`src/rtl/barrier_collision_ctrl.sv`:
```
// Purpose : frame-level barrier controller: spawn pacing, overlap-based collision detection, lives/score.
// Latency : decisions on the v_sync rising-edge tick; all outputs registered, visible one cycle after the tick.
// Backpress: none; pixel samples are accepted on every i_pix_en cycle, i_start is a level request.
//
// Ports: i_clk/i_rst_n clock and async active-low reset; i_pix_en, i_player_hit, i_barrier_hit pixel samples;
//        i_v_sync frame sync; i_start start/restart; i_in_position barrier hittable status;
//        o_active barrier request; o_collision/o_dodged one-cycle pulses; o_flash post-hit window;
//        o_lives remaining lives; o_score saturating dodge count; o_game_over end-of-game flag.
module barrier_collision_ctrl #(
    parameter int SPAWN_GAP_FRAMES = 60,
    parameter int HIT_THRESH       = 16,
    parameter int LIVES            = 3,
    parameter int HIT_HOLD_FRAMES  = 30,
    parameter int ACTIVE_TIMEOUT   = 64
) (
    input  logic        i_clk,
    input  logic        i_rst_n,
    input  logic        i_pix_en,
    input  logic        i_v_sync,
    input  logic        i_start,
    input  logic        i_player_hit,
    input  logic        i_barrier_hit,
    input  logic        i_in_position,
    output logic        o_active,
    output logic        o_collision,
    output logic        o_dodged,
    output logic        o_flash,
    output logic [3:0]  o_lives,
    output logic [15:0] o_score,
    output logic        o_game_over
);

    typedef enum logic [2:0] {
        S_IDLE, S_GAP, S_ACTIVE, S_ARMED, S_HIT, S_GAMEOVER
    } state_t;

    localparam logic [15:0] GAP_L     = 16'(SPAWN_GAP_FRAMES);
    localparam logic [15:0] THRESH_L  = 16'(HIT_THRESH);
    localparam logic [15:0] HOLD_L    = 16'(HIT_HOLD_FRAMES);
    localparam logic [15:0] TIMEOUT_L = 16'(ACTIVE_TIMEOUT);
    localparam logic [3:0]  LIVES_L   = 4'(LIVES);

    state_t      r_state, w_state_nxt;
    logic        r_v_sync_q;
    logic [15:0] r_overlap;
    logic [15:0] r_frame_cnt, w_frame_nxt;
    logic [3:0]  r_lives, w_lives_nxt;
    logic [15:0] r_score, w_score_nxt;
    logic        r_collision, w_collision_nxt;
    logic        r_dodged, w_dodged_nxt;
    logic        r_active, r_flash, r_game_over;
    logic        w_tick, w_hit, w_retire;
    logic [15:0] w_frame_inc;

    assign w_tick      = i_v_sync & ~r_v_sync_q;
    assign w_frame_inc = r_frame_cnt + 16'd1;
    // r_overlap excludes the tick cycle's own pixel: it is cleared rather than incremented on the tick.
    assign w_hit       = (r_overlap >= THRESH_L);

    // Overlap counter: saturating, only meaningful while armed, restarted every frame.
    always_ff @(posedge i_clk or negedge i_rst_n) begin
        if (!i_rst_n) begin
            r_v_sync_q <= 1'b0;
            r_overlap  <= 16'd0;
        end else begin
            r_v_sync_q <= i_v_sync;
            if (w_tick) begin
                r_overlap <= 16'd0;
            end else if ((r_state == S_ARMED) && i_pix_en && i_player_hit && i_barrier_hit
                         && (r_overlap != 16'hFFFF)) begin
                r_overlap <= r_overlap + 16'd1;
            end
        end
    end

    always_ff @(posedge i_clk or negedge i_rst_n) begin
        if (!i_rst_n) begin
            r_state     <= S_IDLE;
            r_frame_cnt <= 16'd0;
            r_lives     <= LIVES_L;
            r_score     <= 16'd0;
            r_collision <= 1'b0;
            r_dodged    <= 1'b0;
            r_active    <= 1'b0;
            r_flash     <= 1'b0;
            r_game_over <= 1'b0;
        end else begin
            r_state     <= w_state_nxt;
            r_frame_cnt <= w_frame_nxt;
            r_lives     <= w_lives_nxt;
            r_score     <= w_score_nxt;
            r_collision <= w_collision_nxt;
            r_dodged    <= w_dodged_nxt;
            // Level outputs follow the next state so they line up with the state register.
            r_active    <= (w_state_nxt == S_ACTIVE) || (w_state_nxt == S_ARMED);
            r_flash     <= (w_state_nxt == S_HIT);
            r_game_over <= (w_state_nxt == S_GAMEOVER);
        end
    end

    always_comb begin
        w_state_nxt     = r_state;
        w_frame_nxt     = r_frame_cnt;
        w_lives_nxt     = r_lives;
        w_score_nxt     = r_score;
        w_collision_nxt = 1'b0;
        w_dodged_nxt    = 1'b0;
        w_retire        = 1'b0;

        case (r_state)
            S_IDLE: begin
                if (i_start) begin
                    w_state_nxt = S_GAP;
                    w_lives_nxt = LIVES_L;
                    w_score_nxt = 16'd0;
                    w_frame_nxt = 16'd0;
                end
            end
            S_GAP: begin
                if (w_tick) begin
                    if (w_frame_inc >= GAP_L) begin
                        w_state_nxt = S_ACTIVE;
                        w_frame_nxt = 16'd0;
                    end else begin
                        w_frame_nxt = w_frame_inc;
                    end
                end
            end
            S_ACTIVE: begin
                // The frame count keeps running into ARMED so the timeout bounds the whole barrier lifetime.
                if (w_tick) begin
                    if (i_in_position) begin
                        w_state_nxt = S_ARMED;
                        w_frame_nxt = w_frame_inc;
                    end else if (w_frame_inc >= TIMEOUT_L) begin
                        w_retire = 1'b1;
                    end else begin
                        w_frame_nxt = w_frame_inc;
                    end
                end
            end
            S_ARMED: begin
                // Collision outranks both retire causes on the same tick.
                if (w_tick) begin
                    if (w_hit) begin
                        w_collision_nxt = 1'b1;
                        w_frame_nxt     = 16'd0;
                        if (r_lives <= 4'd1) begin
                            w_lives_nxt = 4'd0;
                            w_state_nxt = S_GAMEOVER;
                        end else begin
                            w_lives_nxt = r_lives - 4'd1;
                            w_state_nxt = S_HIT;
                        end
                    end else if (!i_in_position) begin
                        w_retire = 1'b1;
                    end else if (w_frame_inc >= TIMEOUT_L) begin
                        w_retire = 1'b1;
                    end else begin
                        w_frame_nxt = w_frame_inc;
                    end
                end
            end
            S_HIT: begin
                if (w_tick) begin
                    if (w_frame_inc >= HOLD_L) begin
                        w_state_nxt = S_GAP;
                        w_frame_nxt = 16'd0;
                    end else begin
                        w_frame_nxt = w_frame_inc;
                    end
                end
            end
            S_GAMEOVER: begin
                if (w_tick && i_start) begin
                    w_state_nxt = S_IDLE;
                end
            end
            default: begin
                w_state_nxt = S_IDLE;
            end
        endcase

        if (w_retire) begin
            w_dodged_nxt = 1'b1;
            w_score_nxt  = (r_score == 16'hFFFF) ? r_score : r_score + 16'd1;
            w_state_nxt  = S_GAP;
            w_frame_nxt  = 16'd0;
        end
    end

    assign o_active    = r_active;
    assign o_collision = r_collision;
    assign o_dodged    = r_dodged;
    assign o_flash     = r_flash;
    assign o_lives     = r_lives;
    assign o_score     = r_score;
    assign o_game_over = r_game_over;

endmodule

```
`config.mk`:
```
export PLATFORM = sky130hd
export DESIGN_NAME = barrier_collision_ctrl
export DESIGN_NICKNAME = d
export VERILOG_FILES = /design/src/rtl/barrier_collision_ctrl.sv
export SDC_FILE = /design/constraint.sdc
export NUM_CORES = 1
export LEC_CHECK = 0
export CAP_MARGIN = 40
export CORE_ASPECT_RATIO = 1.4
export CORE_UTILIZATION = 51
export CTS_BUF_LIST = sky130_fd_sc_hd__clkbuf_8
export CTS_CLUSTER_SIZE = 30
export DETAILED_ROUTE_END_ITERATION = 10
export GPL_TIMING_DRIVEN = 0
export PLACE_DENSITY_LB_ADDON = 0.05
export SLEW_MARGIN = 20
export SYNTH_ARGS = -nofsm -noshare
export SYNTH_HDL_FRONTEND = slang
export SYNTH_SLANG_ARGS = --single-unit
```
`constraint.sdc`:
```
create_clock -name i_clk -period 3.5 [get_ports i_clk]
set_input_delay 0.875 -clock i_clk [delete_from_list [all_inputs] [get_ports i_clk]]
set_output_delay 0.875 -clock i_clk [all_outputs]
set_load 0.01 [all_outputs]
```
==> reports/results.txt <==
Synth Warn # = 0
PortBufs = 32
number of flops mapped to enable cells by yosys = 0
initial antenna violation count = 0
post-synth top area share = 0.374
slowest cell delay on critical path = 0.51 ns
CP Class = reg -> reg
critical path data arrival time = 3.33 ns
clock tree root buffer cell = clkbuf_8
cells after synthesis = 448
row count = 37
family with the most delay on the worst path = simple AND/OR/NAND/NOR gates
post-synthesis sequential area ratio = 0.388
final std cells w/o fill = 594
DP HPWL = 6.94 mm
GP Congestion = 0.876
die area = 0.00810 mm^2
drt first pass iters = 4
CTS tree = yes
ys flop type = dfrtp_1
f_max = 322 MHz
Buf/Inv on CP = 1
per-cell routed wire length = 16.2 um
first-pass GRT wire length = 16.6 mm
vias in the first global route = 3494
Via-to-Cell Ratio = 6.08
Tot GR Track Use = 0.254
DRC = 0
crit share post-route = 0.889
top cells by count, synth = 59 x dfrtp_1, 42 x nor2_1, 38 x nand2_1
core area = 0.00741 mm^2
Post-Syn Nets = 463
Worst Path Required = 3.72 ns
Final Skew = 0.0124 ns
Skew-Pair Late Insertion Delay = 0.35 ns
area grow syn2layout = 17.0%
final WL = 9.63 mm
RSZ-0062 raised after global routing = false
Final Setup Violations = 0
Critical Path End Type = flop
Syn Area/Cell = 8.81 um^2
Synth area leaders = dfrtp_1 37%, nor2_1 4.0%, nand2_1 3.6%
flop2flop setup slack = 0.39 ns
Clock Pin Slew Worst Setup and Hold Paths = 0.08 ns
Power Dens Cells = 401 mW/mm^2
Initial Util = 0.533
I/O pin cnt = 33
Max VDD drop = 0.294 mV
hold crit path type = in -> async
grt ovf = 0
status = finished, final reports clean
Clock Sink Count = 61
Setup TNS = 0 ns
CP Max Fanout = 10
pin count of the biggest net entering global routing = 32
total CTS buffers = 9
postcts setup bufs = 0
layout cells sized above 1 = 0.0966
filler cell count = 664
Die Y = 106 um
Final Hold Fails = 0
Synth area leader = dfrtp_1
ys async rst share = 1.00
Resized Gates After CTS = 0
R2R Path Start = r_frame_cnt[1]
post-route ant nets = 0
Cell Chain, Critical Path = ha_1, and3_1, nand3_1, nor4b_1, o2111ai_2, o31ai_4, buf_2, nor2_1, mux2i_1
Nets = 507
Period minus WS final = 3.11 ns
Distinct cells, synth = 74
most frequent cell after synthesis = dfrtp_1
cell area after synthesis = 0.00395 mm^2
final slew viol count = 0
H-tree levels = 3
CTS max path bufs = 2
Max Cap Violations = 0
via count = 3610
Worst-Margin Slew = 0.846 ns
Hold Buf Count CTS = 0
1st-iter DRT viols = 214
CP startpoint kind = flop
diode count = 0
Slew HR = 0.432
Lkg Pwr = 1.88 nW
FF+latch count, synth = 61
Post-Place Cells = 578
Die W = 76.3 um
Worst path slowest cell = o31ai_4
Critical Path Start = r_frame_cnt[1]
## kinds of logic (layout without fill, tap and decap cells)
group | after synthesis | count (layout) | share of synthesized area
muxes | 5 | 5 | 0.0127
buffers and inverters | 42 | 91 | 0.0476
xor gates and xnor gates | 17 | 17 | 0.0377
adders and majority gates | 7 | 7 | 0.0222
and+or+nand+nor | 199 | 199 | 0.268
AOI/OAI and AO/OA | 117 | 117 | 0.224
DFF | 61 | 61 | 0.388
## final cells by class
cell class | count | area, um^2 | area share
Buffer | 22 | 113 | 0.0244
Clock buffer | 11 | 151 | 0.0328
Clock inverter | 5 | 58.8 | 0.0127
Inverter | 20 | 75.1 | 0.0163
Multi-Input combinational cell | 345 | 2230 | 0.483
Sequential cell | 61 | 1530 | 0.331
Tap cell | 97 | 121 | 0.0263
Timing Repair Buffer | 33 | 338 | 0.0732
## worst reg2reg max path, cell delays in order, from the launching register on
cell,delay [ns]
dfrtp_1,0.48
ha_1,0.32
and3_1,0.24
nand3_1,0.14
nor4b_1,0.44
o2111ai_2,0.28
o31ai_4,0.51
buf_2,0.31
nor2_1,0.11
mux2i_1,0.15
## power by group
group | switching [W] | total [W] | internal [W]
logic | 0.000230 | 0.000379 | 0.000148
registers | 0.0000668 | 0.000816 | 0.000749
clock network | 0.000289 | 0.000657 | 0.000367
total | 0.000587 | 0.00185 | 0.00126
## metrics by stage
stage               total power [W]  hold WS (ns)  utilization  worst slack [ns]  cell area [um^2]
detailed placement          0.00120         0.523        0.595             0.199              4400
global route                0.00195         0.473        0.623             0.157              4610
CTS                         0.00186         0.456        0.623             0.409              4610
global placement            0.00119         0.514        0.592            -0.469              4390
finish                      0.00185         0.453        0.623             0.390              4610
floorplan                   0.00108         0.492            -             0.945              3950
## metal layers
layer  vias up  track usage  wire [um]
li1       1777            -          -
met1      1759        0.314       4290
met2        60        0.434       4950
met3        14       0.0472        267
met4         0        0.106        126
met5         -            0          0
## state kept, by name, indices dropped and copies added (netlist names)
name / cells
r_overlap: 16
o_collision: 1
o_active: 1
r_frame_cnt: 16
o_dodged: 1
r_state: 3
o_flash: 1
o_score: 16
r_v_sync_q: 1
o_game_over: 1
o_lives: 4
## worst paths after layout
kind	end	cells past startpoint
max in group asynchronous	r_frame_cnt[14]	2
hold / removal	o_score[14]	1
setup / recovery	o_score[0]	9
setup reg to reg	o_score[0]	9
hold reg to reg	o_lives[1]	2
min in group i_clk	o_lives[1]	2
## cell usage in the layout, fill, tap and decap left out, drive strengths merged, types with 11 or more instances in the layout
cell type | Yosys | routed
buf | 11 | 13
o21ai | 21 | 21
nand3 | 28 | 28
dfrtp | 59 | 59
a21oi | 22 | 22
nand4 | 13 | 13
xnor2 | 12 | 12
o31ai | 11 | 11
clkdlybuf4s50 | 0 | 31
nor2 | 42 | 42
nand2 | 39 | 39
clkbuf | 11 | 22
inv | 19 | 19
nor3 | 17 | 17
Power figures use the tool's default switching activity.
